$ cat config.mk
export PLATFORM = sky130hd
export DESIGN_NAME = rx_frame_fifo_ctrl
export DESIGN_NICKNAME = d
export VERILOG_FILES = /design/src/rtl/rx_frame_fifo_ctrl.sv
export SDC_FILE = /design/constraint.sdc
export NUM_CORES = 1
export LEC_CHECK = 0
export ABC_AREA = 0
export CORE_MARGIN = 5
export CORE_UTILIZATION = 45
export CTS_CLUSTER_DIAMETER = 200
export DETAILED_ROUTE_END_ITERATION = 8
export PLACE_DENSITY = 0.85
export SKIP_LAST_GASP = 1
export SYNTH_ARGS = -nofsm -noshare
export SYNTH_HDL_FRONTEND = slang
export SYNTH_SLANG_ARGS = --single-unit
$ cat constraint.sdc
create_clock -name I_hs_rx_clk -period 3.85 [get_ports I_hs_rx_clk]
set_clock_uncertainty 0.15 [all_clocks]
set_input_delay 0.9625 -clock I_hs_rx_clk [delete_from_list [all_inputs] [get_ports I_hs_rx_clk]]
set_output_delay 0.9625 -clock I_hs_rx_clk [all_outputs]
set_load 0.005 [all_outputs]
$ cat src/rtl/rx_frame_fifo_ctrl.sv
// -----------------------------------------------------------------------------
// rx_frame_fifo_ctrl
//
// Frame-level sequencer in front of the 96-bit receive FIFO (I_hs_rx_clk
// domain). Each frame start pulses the FIFO reset for RST_CYCLES cycles. It
// then blocks writes for GUARD_CYCLES cycles and then streams pixel words into
// the FIFO. In the stream phase it counts accepted words and records sticky
// short-frame, long-frame and overflow errors.
//
// Handshake: a word is offered when I_valid is high in a cycle. There is no
// back-pressure. A word that cannot be accepted is dropped. When a word is
// accepted, O_fifo_we/O_fifo_di show it exactly one cycle later.
//
// Ports
//   I_hs_rx_clk     receive clock, rising edge
//   I_rst_n         asynchronous active-low reset
//   I_frame_start   single-cycle frame start (restarts from any state)
//   I_frame_end     single-cycle frame end (only honoured in STREAM)
//   I_valid/I_data  input word (4 packed RGB888 pixels)
//   I_fifo_wrusedw  FIFO write-side fill level
//   I_err_clr       clears the sticky error flags (a same-cycle set wins)
//   O_fifo_rst      FIFO reset, high exactly while in RESET
//   O_fifo_we/di    registered FIFO write port
//   O_frame_active  high exactly while in STREAM
//   O_word_cnt      words accepted in the current/last frame
//   O_err_short/long/ovf  sticky error flags
// -----------------------------------------------------------------------------
module rx_frame_fifo_ctrl #(
   parameter int RST_CYCLES      = 11,
   parameter int GUARD_CYCLES    = 4,
   parameter int WORDS_PER_FRAME = 518400,
   parameter int CNT_W           = 20,
   parameter int USEDW_W         = 9,
   parameter int AFULL_LEVEL     = 500
) (
   input  logic               I_hs_rx_clk,
   input  logic               I_rst_n,
   input  logic               I_frame_start,
   input  logic               I_frame_end,
   input  logic               I_valid,
   input  logic [95:0]        I_data,
   input  logic [USEDW_W-1:0] I_fifo_wrusedw,
   input  logic               I_err_clr,
   output logic               O_fifo_rst,
   output logic               O_fifo_we,
   output logic [95:0]        O_fifo_di,
   output logic               O_frame_active,
   output logic [CNT_W-1:0]   O_word_cnt,
   output logic               O_err_short,
   output logic               O_err_long,
   output logic               O_err_ovf
);

   typedef enum logic [2:0] {
      S_IDLE   = 3'd0,
      S_RESET  = 3'd1,
      S_GUARD  = 3'd2,
      S_STREAM = 3'd3,
      S_DONE   = 3'd4
   } state_t;

   localparam logic [CNT_W-1:0]   WPF       = CNT_W'(WORDS_PER_FRAME);
   localparam logic [USEDW_W-1:0] AFULL     = USEDW_W'(AFULL_LEVEL);
   localparam logic [15:0]        RST_LAST  = 16'(RST_CYCLES - 1);
   localparam logic [15:0]        GRD_LAST  = 16'(GUARD_CYCLES - 1);

   state_t             state_q, state_d;
   logic [15:0]        phase_q, phase_d;
   logic [CNT_W-1:0]   cnt_q, cnt_d;
   logic               rst_q, rst_d;
   logic               we_q, we_d;
   logic [95:0]        di_q, di_d;
   logic               active_q, active_d;
   logic               short_q, short_d;
   logic               long_q, long_d;
   logic               ovf_q, ovf_d;

   // A word is only considered in STREAM. A same-cycle frame start wins and
   // drops the word silently.
   logic             word_ok;
   logic             below_afull;
   logic             room;
   logic             accept;
   logic             end_short;
   logic [CNT_W-1:0] cnt_inc;

   assign word_ok     = (state_q == S_STREAM) && I_valid && !I_frame_start;
   assign below_afull = (I_fifo_wrusedw < AFULL);
   assign room        = (cnt_q < WPF);
   assign accept      = word_ok && below_afull && room;
   assign cnt_inc     = cnt_q + CNT_W'(1);
   // The length check includes a word accepted in the I_frame_end cycle.
   assign end_short   = (state_q == S_STREAM) && I_frame_end &&
                        ((accept ? cnt_inc : cnt_q) < WPF);

   // State and registered outputs
   always_ff @(posedge I_hs_rx_clk or negedge I_rst_n) begin
      if (!I_rst_n) begin
         state_q  <= S_IDLE;
         phase_q  <= '0;
         cnt_q    <= '0;
         rst_q    <= 1'b0;
         we_q     <= 1'b0;
         di_q     <= '0;
         active_q <= 1'b0;
         short_q  <= 1'b0;
         long_q   <= 1'b0;
         ovf_q    <= 1'b0;
      end else begin
         state_q  <= state_d;
         phase_q  <= phase_d;
         cnt_q    <= cnt_d;
         rst_q    <= rst_d;
         we_q     <= we_d;
         di_q     <= di_d;
         active_q <= active_d;
         short_q  <= short_d;
         long_q   <= long_d;
         ovf_q    <= ovf_d;
      end
   end

   // Next state. The phase counter is shared by RESET and GUARD.
   always_comb begin
      state_d = state_q;
      phase_d = phase_q + 16'd1;
      if (I_frame_start) begin
         state_d = S_RESET;
         phase_d = '0;
      end else begin
         case (state_q)
            S_IDLE: begin
               phase_d = '0;
            end
            S_RESET: begin
               if (phase_q == RST_LAST) begin
                  phase_d = '0;
                  state_d = (GUARD_CYCLES == 0) ? S_STREAM : S_GUARD;
               end
            end
            S_GUARD: begin
               if (phase_q == GRD_LAST) begin
                  phase_d = '0;
                  state_d = S_STREAM;
               end
            end
            S_STREAM: begin
               phase_d = '0;
               if (I_frame_end) state_d = S_DONE;
            end
            S_DONE: begin
               phase_d = '0;
               state_d = S_IDLE;
            end
            default: begin
               phase_d = '0;
               state_d = S_IDLE;
            end
         endcase
      end
   end

   // Output next values. They are registered, so reset/active follow state_d.
   always_comb begin
      rst_d    = (state_d == S_RESET);
      active_d = (state_d == S_STREAM);
      we_d     = accept;
      di_d     = accept ? I_data : di_q;
      cnt_d    = cnt_q;
      if (I_frame_start)
         cnt_d = '0;
      else if (accept)
         cnt_d = cnt_inc;
      short_d  = end_short || (short_q && !I_err_clr);
      long_d   = (word_ok && !room) || (long_q && !I_err_clr);
      ovf_d    = (word_ok && !below_afull) || (ovf_q && !I_err_clr);
   end

   assign O_fifo_rst     = rst_q;
   assign O_fifo_we      = we_q;
   assign O_fifo_di      = di_q;
   assign O_frame_active = active_q;
   assign O_word_cnt     = cnt_q;
   assign O_err_short    = short_q;
   assign O_err_long     = long_q;
   assign O_err_ovf      = ovf_q;

endmodule

==> impl_metrics.ini <==
[outcome]
status = finished, final reports clean

[yosys]
synth-seq-cells = 141
netlist_top_cells_area = dfrtp_1 60%, mux2_2 18%, nor2_1 2.8%, xor2_1 2.5%, xnor2_1 1.6%
synth_nets = 561
synth_cell_types = 44
synth-main-ff-cell = dfrtp_1
synth-seq-area-share_pct = 59.5
synth_top_area_cell = dfrtp_1
synth_area_per_cell_sq_um = 13.3
synth-edff-count = 0
synth_area_sq_um = 5930
syn_inst = 447
yosysTopAreaCellShare_pct = 59.5
synth-async-reset-ratio_pct = 100
yosys_warnings = 0

[global_route]
grt-busiest-layer = met2
grt_max_degree = 72
met1_usage_pct = 23.2
grt_pass1_vias = 4977
gr-total-overflow = 0
antenna_found_initial = 0
grt_pass1_wl_um = 26000
grt_usage_pct = 20.9
met3_usage_pct = 8.06
use_met2_pct = 34.8

[sta]
max_slew_margin_pct = 55.9
worst_pin_slew_ns = 0.662
finalSetupTns_ns = 0
holdWs_ns = 0.323
setup_violations = 0
period_needed_ns = 2.86
timing.fmax_ghz = 0.350
rsz0062_at_grt = false
maxSlewViolCount = 0
fin_crit_sh_pct = 74.3
hold_viol_final = 0

[cells_and_area]
insertedDiodeCount = 0
final_cell_mix = 229 x clkdlybuf4s50_1, 141 x dfrtp_1, 96 x mux2_2, 45 x nor2_1
fill_cells = 866
final_cells = 871
design_area_sq_um = 9060
area_growth_pct = 52.8
layout_commonest_cell = clkdlybuf4s50_1
drive_gt1_share_pct = 20.3
layout.nets = 796

[cts]
cts_tree = done
cts-resized-gates = 0
root_buffer = clkbuf_16
holdBufCountCts = 0
cts_buffers = 17
cts.sinks = 141
cts_setup_buffers = 0
htreeDepth = 4
path_clk_slew_ns = 0.05
clkLatencyLatePin_ns = 0.41
clockBufferDepth = 2

[die]
die_w_um = 125
start_util_pct = 45.3
dieArea_sq_um = 15600
num_rows = 42
fp.dieH_um = 125
io_pins = 233
core_sq_um = 13100

[placement]
place_inst = 839
placed_cell_area_sq_um = 8410
hpwlAfterDp_um = 11600
globalplace.congestion = 0.805
port_buffers = 230

[setup_path]
end_kind = register
cp_max_fo = 66
critPathArrivalTime_ns = 3.03
cp.required_ns = 4.02
critical_path_class = input port to register
cp-start-kind = input port
startpoint = I_frame_start
timing.rr.start = O_word_cnt[12]

[power_and_ir_drop]
power_uw = 3440
p_per_area_nw_per_um2 = 379
peakVddDrop_mv = 0.224
cellLeakagePower_uw = 0.00412

[routing]
drt_wl_total_um = 15600
wl_per_cell_um = 17.9
route.detailed.drc = 0
routed_via_density = 5.13
ant_nets = 0
num_vias = 4469
drt_pre_antenna_iters = 5
drt_iter0_drc = 276

[min_path]
hp-class = register to register
min_from = phase_q[0]

[flow_run]
maxCapViolCount = 0
## worst paths after layout
path,to,slack (ns),cells past startpoint
setup / recovery,O_err_short,0.99,8
hold / removal,phase_q[0],0.32,1
setup reg to reg,O_err_short,1.42,7
hold reg to reg,phase_q[0],0.32,1
max in group asynchronous,O_fifo_di[87],2.33,2
min in group asynchronous,O_fifo_di[27],0.40,1
## through the flow
stage,setup WS [ns],util [%]
finish,0.990,69.3
global route,0.841,69.3
CTS,0.977,69.3
detailed placement,0.564,64.3
global placement,0.582,64.3
floorplan,1.28,-
## kinds of logic after synthesis
group                    Yosys count  synth area share [%]
AO/OA/AOI/OAI                     21                  2.85
XOR/XNOR                          28                  4.14
adder cells (fa/ha/maj)            3                 0.633
multiplexers                      99                  18.7
flip-flops                       141                  59.5
buffers and inverters             27                  2.32
AND/OR/NAND/NOR                  128                  11.8
## final cells by class
| class | count | area (sq um) | area share [%] |
|---|---|---|---|
| multi-input combinational | 279 | 2260 | 25.0 |
| inverter | 8 | 30.0 | 0.331 |
| tap | 176 | 220 | 2.43 |
| timing repair buffer | 235 | 2370 | 26.1 |
| sequential | 141 | 3530 | 38.9 |
| clock buffer | 23 | 498 | 5.49 |
| clock inverter | 9 | 156 | 1.73 |
## sequential cells by signal, summed over array words and instances (netlist names)
register	flops
O_fifo_we	1
O_frame_active	1
O_fifo_rst	1
O_err_long	1
O_fifo_di	96
O_word_cnt	20
state_q	3
O_err_ovf	1
phase_q	16
O_err_short	1
## synthesized netlist by cell type, types with 5 or more instances
library cell	number
xor2_1	17
nand2_1	13
and3_1	8
dfrtp_1	141
mux2_2	96
xnor2_1	11
buf_2	11
nand4_1	14
nand3_1	13
inv_1	7
nor3_1	7
a21oi_1	5
nor2_1	45
## layer usage
metal	wire (um)	up-vias
met4	569	0
met1	5700	2176
met3	1310	44
met5	0	-
li1	-	2060
met2	8030	189
## where the power goes
part           internal (uW)  switching, uW
sequential              1490           5.26
combinational            116           62.8
clock                   1170            592
## worst max-delay path, stage by stage
cell and delay [ns]:
clkdlybuf4s50_1 0.42, nor2_1 0.18, and4_1 0.39, nand3_4 0.25, buf_12 0.30, o21ai_1 0.22
a21oi_1 0.10, a31oi_1 0.19
(Power assumes the default switching activity.)
